==> config.mk <==
export PLATFORM = sky130hd
export DESIGN_NAME = dma_tsmap_reader
export DESIGN_NICKNAME = d
export VERILOG_FILES = /design/src/rtl/dma_tsmap_pkg.sv /design/src/rtl/dma_tsmap_word_cache.sv /design/src/rtl/dma_tsmap_reader.sv
export SDC_FILE = /design/constraint.sdc
export NUM_CORES = 1
export LEC_CHECK = 0
export BUFFER_PORTS_ARGS = -buffer_cell sky130_fd_sc_hd__buf_2
export CAP_MARGIN = 20
export CORE_ASPECT_RATIO = 0.75
export CORE_MARGIN = 10
export CORE_UTILIZATION = 40
export DETAILED_ROUTE_END_ITERATION = 6
export GPL_ROUTABILITY_DRIVEN = 0
export GPL_TIMING_DRIVEN = 1
export PLACE_DENSITY = 0.7
export SETUP_SLACK_MARGIN = 0.1
export SLEW_MARGIN = 20
export SYNTH_ARGS = -nofsm -noshare
export SYNTH_HDL_FRONTEND = slang
export SYNTH_SLANG_ARGS = --single-unit
==> constraint.sdc <==
create_clock -name clk_i -period 2.2 [get_ports clk_i]
set_clock_uncertainty 0.2 [all_clocks]
set_input_delay 0.33 -clock clk_i [delete_from_list [all_inputs] [get_ports clk_i]]
set_output_delay 0.33 -clock clk_i [all_outputs]
set_load 0.01 [all_outputs]
==> src/rtl/dma_tsmap_pkg.sv <==
// rtl/dma_tsmap_pkg.sv - shared types and constants for the DMA tag-map reader
//
// Purpose: read FSM state encoding, tsmap geometry constants and the word
// cache entry layout used by dma_tsmap_reader and dma_tsmap_word_cache.
// Ports: none (package).
package dma_tsmap_pkg;

    // One tsmap word covers 2^(GRAN+BIT) bytes; WORD_W bits index the words.
    localparam int TSMAP_WORD_W    = 13;
    localparam int TSMAP_BIT_W     = 5;
    localparam int TSMAP_GRAN_LOG2 = 3;

    typedef enum logic [1:0] {
        ST_IDLE    = 2'd0,
        ST_ISSUE   = 2'd1,
        ST_CAPTURE = 2'd2,
        ST_RESP    = 2'd3
    } tsmap_rd_state_e;

    typedef struct packed {
        logic                    valid;
        logic [TSMAP_WORD_W-1:0] tag;
        logic [31:0]             data;
    } tsmap_cache_entry_t;

endpackage

==> src/rtl/dma_tsmap_word_cache.sv <==
// rtl/dma_tsmap_word_cache.sv - single-entry tsmap word cache
//
// Purpose: remembers the last tsmap word fetched by the reader so that
// back-to-back lookups in the same 256 B block skip the shared read port.
// Ports:
//   clk_i, rstn_i      clock, asynchronous active-low reset
//   lookup_idx_i       word index being looked up this cycle
//   hit_o, data_o      lookup result; a hit is suppressed while inval_i is high
//   fill_i             write fill_idx_i/fill_data_i into the entry
//   inval_i            clear the valid bit; wins over a simultaneous fill
module dma_tsmap_word_cache
    import dma_tsmap_pkg::*;
(
    input  logic                    clk_i,
    input  logic                    rstn_i,
    input  logic [TSMAP_WORD_W-1:0] lookup_idx_i,
    output logic                    hit_o,
    output logic [31:0]             data_o,
    input  logic                    fill_i,
    input  logic [TSMAP_WORD_W-1:0] fill_idx_i,
    input  logic [31:0]             fill_data_i,
    input  logic                    inval_i
);

    tsmap_cache_entry_t entry_q;
    tsmap_cache_entry_t entry_d;

    always_comb begin
        entry_d = entry_q;
        if (fill_i) begin
            entry_d.valid = 1'b1;
            entry_d.tag   = fill_idx_i;
            entry_d.data  = fill_data_i;
        end
        // A tsmap write racing the fill means the fetched word may be stale.
        if (inval_i) begin
            entry_d.valid = 1'b0;
        end
    end

    always_ff @(posedge clk_i or negedge rstn_i) begin
        if (!rstn_i) begin
            entry_q <= '0;
        end else begin
            entry_q <= entry_d;
        end
    end

    assign hit_o  = entry_q.valid && (entry_q.tag == lookup_idx_i) && !inval_i;
    assign data_o = entry_q.data;

endmodule

==> src/rtl/dma_tsmap_reader.sv <==
// rtl/dma_tsmap_reader.sv - DMA-side capability-tag lookup through the shared tsmap port
//
// Purpose: converts a byte address into a tsmap word/bit index, reads the word
// on the DMA tsmap port (retrying while the CPU owns the port) and returns the
// tag bit over a valid/ready response. A one-word cache serves repeat lookups.
// Optional feature macro: DMA_TSMAP_SNOOP_EN (reuse a CPU read of the same
// word observed right after a lost issue instead of retrying).
// Ports:
//   clk_i, rstn_i                 clock, asynchronous active-low reset
//   req_valid_i/req_ready_o/req_addr_i          lookup request
//   rsp_valid_o/rsp_ready_i/rsp_tag_o/rsp_err_o response (err = out of heap)
//   inval_i                       tsmap was written; drop the cached word
//   dma_tsmap_cs_o/addr_o/rdata_i DMA read port (data one cycle after a win)
//   tsmap_is_occupied_i           CPU owns the port; this cycle's DMA read is lost
//   snooped_tsmap_cs_i/addr_i/rdata_i  CPU read of cycle N, seen in cycle N+1
//   stall_cnt_o                   saturating count of lost issue cycles
module dma_tsmap_reader
    import dma_tsmap_pkg::*;
#(
    parameter logic [31:0] HEAP_BASE = 32'h2000_0000,
    parameter logic [31:0] HEAP_SIZE = 32'h0020_0000
) (
    input  logic        clk_i,
    input  logic        rstn_i,
    input  logic        req_valid_i,
    output logic        req_ready_o,
    input  logic [31:0] req_addr_i,
    output logic        rsp_valid_o,
    input  logic        rsp_ready_i,
    output logic        rsp_tag_o,
    output logic        rsp_err_o,
    input  logic        inval_i,
    output logic        dma_tsmap_cs_o,
    output logic [15:0] dma_tsmap_addr_o,
    input  logic        tsmap_is_occupied_i,
    input  logic [31:0] dma_tsmap_rdata_i,
    input  logic        snooped_tsmap_cs_i,
    input  logic [15:0] snooped_tsmap_addr_i,
    input  logic [31:0] snooped_tsmap_rdata_i,
    output logic [15:0] stall_cnt_o
);

    localparam logic [31:0] HEAP_END = HEAP_BASE + HEAP_SIZE;
    localparam int          IDX_LSB  = TSMAP_GRAN_LOG2 + TSMAP_BIT_W;
    localparam int          IDX_MSB  = IDX_LSB + TSMAP_WORD_W - 1;

    tsmap_rd_state_e         state_q, state_d;
    logic [TSMAP_WORD_W-1:0] word_idx_q, word_idx_d;
    logic [TSMAP_BIT_W-1:0]  bit_idx_q, bit_idx_d;
    logic                    rsp_tag_q, rsp_tag_d;
    logic                    rsp_err_q, rsp_err_d;
    logic [15:0]             stall_cnt_q, stall_cnt_d;

    logic [31:0]             off;
    logic                    in_range;
    logic [TSMAP_WORD_W-1:0] req_word_idx;
    logic [TSMAP_BIT_W-1:0]  req_bit_idx;
    logic                    accept;
    logic                    cache_hit;
    logic [31:0]             cache_data;
    logic                    cache_fill;
    logic [31:0]             fill_data;
    logic                    issue_cs;
    logic                    snoop_take;
    logic [31:0]             snoop_data;

    assign off          = req_addr_i - HEAP_BASE;
    assign in_range     = (req_addr_i >= HEAP_BASE) && (req_addr_i < HEAP_END);
    assign req_word_idx = off[IDX_MSB:IDX_LSB];
    assign req_bit_idx  = off[IDX_LSB-1:TSMAP_GRAN_LOG2];

    // Address bits above the heap span and below the tag granule carry no index.
    logic unused_off;
    assign unused_off = ^{off[31:IDX_MSB+1], off[TSMAP_GRAN_LOG2-1:0]};

    // Ready is forced low while reset is asserted, not just after the first edge.
    assign req_ready_o = rstn_i && (state_q == ST_IDLE);
    assign accept      = req_valid_i && req_ready_o;

`ifdef DMA_TSMAP_SNOOP_EN
    logic lost_q, lost_d;

    // The CPU read of the previous (lost) cycle is visible now; if it hit our
    // word its data is as good as the one we were about to re-request.
    assign snoop_take = (state_q == ST_ISSUE) && lost_q && snooped_tsmap_cs_i &&
                        (snooped_tsmap_addr_i == {{(16-TSMAP_WORD_W){1'b0}}, word_idx_q});
    assign snoop_data = snooped_tsmap_rdata_i;

    always_ff @(posedge clk_i or negedge rstn_i) begin
        if (!rstn_i) begin
            lost_q <= 1'b0;
        end else begin
            lost_q <= lost_d;
        end
    end
`else
    assign snoop_take = 1'b0;
    assign snoop_data = '0;

    logic unused_snoop;
    assign unused_snoop = ^{snooped_tsmap_cs_i, snooped_tsmap_addr_i, snooped_tsmap_rdata_i};
`endif

    dma_tsmap_word_cache u_cache (
        .clk_i        (clk_i),
        .rstn_i       (rstn_i),
        .lookup_idx_i (req_word_idx),
        .hit_o        (cache_hit),
        .data_o       (cache_data),
        .fill_i       (cache_fill),
        .fill_idx_i   (word_idx_q),
        .fill_data_i  (fill_data),
        .inval_i      (inval_i)
    );

    always_comb begin
        state_d     = state_q;
        word_idx_d  = word_idx_q;
        bit_idx_d   = bit_idx_q;
        rsp_tag_d   = rsp_tag_q;
        rsp_err_d   = rsp_err_q;
        stall_cnt_d = stall_cnt_q;
        cache_fill  = 1'b0;
        fill_data   = dma_tsmap_rdata_i;
        issue_cs    = 1'b0;
`ifdef DMA_TSMAP_SNOOP_EN
        lost_d      = 1'b0;
`endif

        case (state_q)
            ST_IDLE: begin
                if (accept) begin
                    word_idx_d = req_word_idx;
                    bit_idx_d  = req_bit_idx;
                    rsp_tag_d  = 1'b0;
                    rsp_err_d  = 1'b0;
                    if (!in_range) begin
                        rsp_err_d = 1'b1;
                        state_d   = ST_RESP;
                    end else if (cache_hit) begin
                        rsp_tag_d = cache_data[req_bit_idx];
                        state_d   = ST_RESP;
                    end else begin
                        state_d = ST_ISSUE;
                    end
                end
            end

            ST_ISSUE: begin
                if (snoop_take) begin
                    cache_fill = 1'b1;
                    fill_data  = snoop_data;
                    rsp_tag_d  = snoop_data[bit_idx_q];
                    state_d    = ST_RESP;
                end else begin
                    issue_cs = 1'b1;
                    if (!tsmap_is_occupied_i) begin
                        state_d = ST_CAPTURE;
                    end else begin
`ifdef DMA_TSMAP_SNOOP_EN
                        lost_d = 1'b1;
`endif
                        if (stall_cnt_q != 16'hFFFF) begin
                            stall_cnt_d = stall_cnt_q + 16'd1;
                        end
                    end
                end
            end

            ST_CAPTURE: begin
                cache_fill = 1'b1;
                rsp_tag_d  = dma_tsmap_rdata_i[bit_idx_q];
                state_d    = ST_RESP;
            end

            ST_RESP: begin
                if (rsp_ready_i) begin
                    state_d = ST_IDLE;
                end
            end

            default: begin
                state_d = ST_IDLE;
            end
        endcase
    end

    always_ff @(posedge clk_i or negedge rstn_i) begin
        if (!rstn_i) begin
            state_q     <= ST_IDLE;
            word_idx_q  <= '0;
            bit_idx_q   <= '0;
            rsp_tag_q   <= 1'b0;
            rsp_err_q   <= 1'b0;
            stall_cnt_q <= '0;
        end else begin
            state_q     <= state_d;
            word_idx_q  <= word_idx_d;
            bit_idx_q   <= bit_idx_d;
            rsp_tag_q   <= rsp_tag_d;
            rsp_err_q   <= rsp_err_d;
            stall_cnt_q <= stall_cnt_d;
        end
    end

    // Strobe decodes straight from the state register so reset drops it at once.
    assign dma_tsmap_cs_o   = issue_cs;
    assign dma_tsmap_addr_o = issue_cs ? {{(16-TSMAP_WORD_W){1'b0}}, word_idx_q} : 16'd0;
    assign rsp_valid_o      = (state_q == ST_RESP);
    assign rsp_tag_o        = rsp_tag_q;
    assign rsp_err_o        = rsp_err_q;
    assign stall_cnt_o      = stall_cnt_q;

endmodule
==> results.json <==
{
  "outcome": "finished, final reports clean",
  "synth_cell_type_count": 45,
  "cp_slowest_cell": "or4_4",
  "yosysTopAreaCell": "dfrtp_1",
  "first_pass_iters": 4,
  "post-synth-top-count-cell": "dfrtp_1",
  "synth_edf_count": 0,
  "path_clk_slew_ns": 0.06,
  "die_height_um": 108.8,
  "ant_nets": 0,
  "antenna_found_initial": 2,
  "overflow": 0,
  "critPathKind": "reg -> reg",
  "htreeDepth": 3,
  "yosys-top-cells-area": "dfrtp_1, mux2_2, mux4_2, xnor2_1, mux2_1",
  "drc": 0,
  "crit_required_ns": 2.25,
  "cp_common_cell": "or4_4",
  "synth_seq_cells": 84,
  "nNetsFinal": 555,
  "yosysSeqAreaShare": 0.4997,
  "drt_wl_total_um": 10420,
  "synth_top_area_share": 0.4997,
  "slew_viol_final": 0,
  "cts_tree": "yes",
  "synth_top_cells_by_count": "dfrtp_1, mux2_2, xnor2_1",
  "worst_slew_pin_slew_ns": 0.7665,
  "dpl_cell_area_mm2": 0.004913,
  "clock_path_buffers": 2,
  "wl_per_cell_um": 18.18,
  "core_region_area_mm2": 0.01029,
  "ys_warn_count": 0,
  "cts.sinks": 84,
  "peakVddDrop_mv": 0.5417,
  "final_hold_viol_count": 0,
  "cts-buffers-inserted": 9,
  "crit_chain": "xnor2_2, nand4_1, or4_4, or4_4, o211ai_2",
  "rsz0062_at_grt": "true",
  "netlist_instances": 317,
  "totalNegativeSetupSlack_ns": 0,
  "p_per_area_mw_per_mm2": 1319,
  "synth.avg_cell_area_um2": 13.27,
  "clock_latency_ns": 0.33,
  "std_cell_rows": 32,
  "drt_iter0_drc": 138,
  "hold_ws_ns": 0.006743,
  "io_pins": 156,
  "post_route_cells_drive_above_1_share": 0.4943,
  "die-area_mm2": 0.01506,
  "n_fill_cell": 888,
  "portBuffers": 100,
  "fin_crit_sh": 0.9307,
  "path_max_fanout": 2,
  "fmax_mhz": 488.4,
  "grt_pass1_vias": 3150,
  "syn_area_mm2": 0.004207,
  "ys.flop_type": "dfrtp_1",
  "track_usage": 0.1389,
  "total_leakage_power_nw": 2.438,
  "startpoint_type": "flop",
  "hp-class": "in -> async",
  "grt_max_degree": 62,
  "vias_per_cell": 5.122,
  "grt_pass1_wl_um": 16800,
  "via_count": 2935,
  "synth-async-reset-ratio": 1.000,
  "maxCapViolCount": 0,
  "fin_util": 0.5224,
  "root_buffer": "clkbuf_16",
  "max_stage_delay_ns": 0.52,
  "die_x_um": 138.4,
  "worstPathArrival_ns": 2.10,
  "final-setup-viol-count": 0,
  "endpoint_kind": "flop",
  "dp_hpwl_um": 7971,
  "final_area_mm2": 0.005375,
  "start_util": 0.4088,
  "period_minus_slack_ns": 2.047,
  "areaGrowthSynthToFinish_pct": 27.78,
  "power.total_w": 0.007090,
  "relSlewSlack": 0.4890
}
==> cell usage in the layout, fill, tap and decap left out, types with 4 or more instances in the layout <==
cell type  instances
inv_1              4
buf_4             13
xnor2_1           24
nand3_1            9
nand4_1           10
dfrtp_1           82
o21ai_0            4
clkbuf_16          9
and2_1            14
mux2_2            51
buf_2            100
mux4_2            15
nor2_1             7
nand2_1           18
mux2_1            14
==> worst max-delay path: cells and delay by family (launching register included) <==
| family | cells | cell delay [ns] |
|---|---|---|
| AO/OA/AOI/OAI | 1 | 0.14 |
| XOR/XNOR | 1 | 0.14 |
| flip-flops | 1 | 0.40 |
| AND/OR/NAND/NOR | 3 | 1.10 |
==> flip-flops by register name (all words and copies together) (netlist names) <==
signal	cells
bit_idx_q	5
u_cache.data_o	32
stall_cnt_o	16
u_cache.entry_q	14
rsp_tag_o	1
rsp_err_o	1
state_q	2
word_idx_q	13
==> power breakdown <==
part | switching (W) | internal [W] | total (W)
Sequential | 0.000507 | 0.00223 | 0.00274
Combinational | 0.00105 | 0.00154 | 0.00259
Clock | 0.000591 | 0.00117 | 0.00176
Total | 0.00215 | 0.00494 | 0.00709
==> worst paths after layout <==
kind | startpoint | endpoint | slack [ns] | cells after the start
hold / removal | rstn_i | bit_idx_q[2] | 0.007 | 3
setup reg to reg | u_cache.entry_q[41] | rsp_tag_o | 0.15 | 5
hold reg to reg | u_cache.data_o[20] | u_cache.data_o[20] | 0.29 | 1
setup / recovery | u_cache.entry_q[41] | rsp_tag_o | 0.15 | 5
max in group asynchronous | rstn_i | word_idx_q[11] | 1.29 | 2
min in group clk_i | dma_tsmap_rdata_i[21] | u_cache.data_o[21] | 0.04 | 2
==> per-stage QoR <==
stage | cells | setup slack (ns)
floorplan | 319 | 0.1509
global placement | 551 | -0.1692
detailed placement | 551 | -0.1648
CTS | 570 | 0.07913
global route | 572 | 0.05554
finish | 573 | 0.1526
==> per-layer routing <==
metal | up-vias | track usage | part of all wire
met3 | 4 | 0.05604 | 0.065
met4 | 0 | 0.02553 | 0.0060
met5 | - | 0 | 0
li1 | 1376 | - | -
met2 | 87 | 0.2123 | 0.46
met1 | 1468 | 0.1841 | 0.47
==> what timing repair did <==
item	in CTS	in global routing
resized for setup	5	12
buffers inserted	1	1
pin swaps	6	3
endpoints found under the hold margin	24	0
endpoints found under the setup margin	6	24
hold buffers	2	0
==> area by class of cell <==
class	instances	area, µm²	area share
Sequential cell	84	2105	0.3915
Tap cell	136	170.2	0.03166
Multi-Input combinational cell	213	2062	0.3836
Timing Repair Buffer	117	663.1	0.1234
Inverter	5	18.77	0.003492
Clock inverter	4	95.09	0.01769
Clock buffer	12	256.5	0.04772
Antenna cell	2	5.005	0.0009311
==> cells by family (layout without fill, tap and decap cells) <==
| group | after synthesis | in the layout | share of synthesized area |
|---|---|---|---|
| muxes | 84 | 84 | 0.2677 |
| adders and majority gates | 6 | 6 | 0.01785 |
| DFF | 84 | 84 | 0.4997 |
| other | 1 | 5 | 0.0008915 |
| and+or+nand+nor | 77 | 77 | 0.1017 |
| xor gates and xnor gates | 28 | 28 | 0.05830 |
| buffers and inverters | 22 | 138 | 0.02796 |
| AOI/OAI and AO/OA | 15 | 15 | 0.02588 |
No activity file was read; power rests on OpenSTA's default activity.
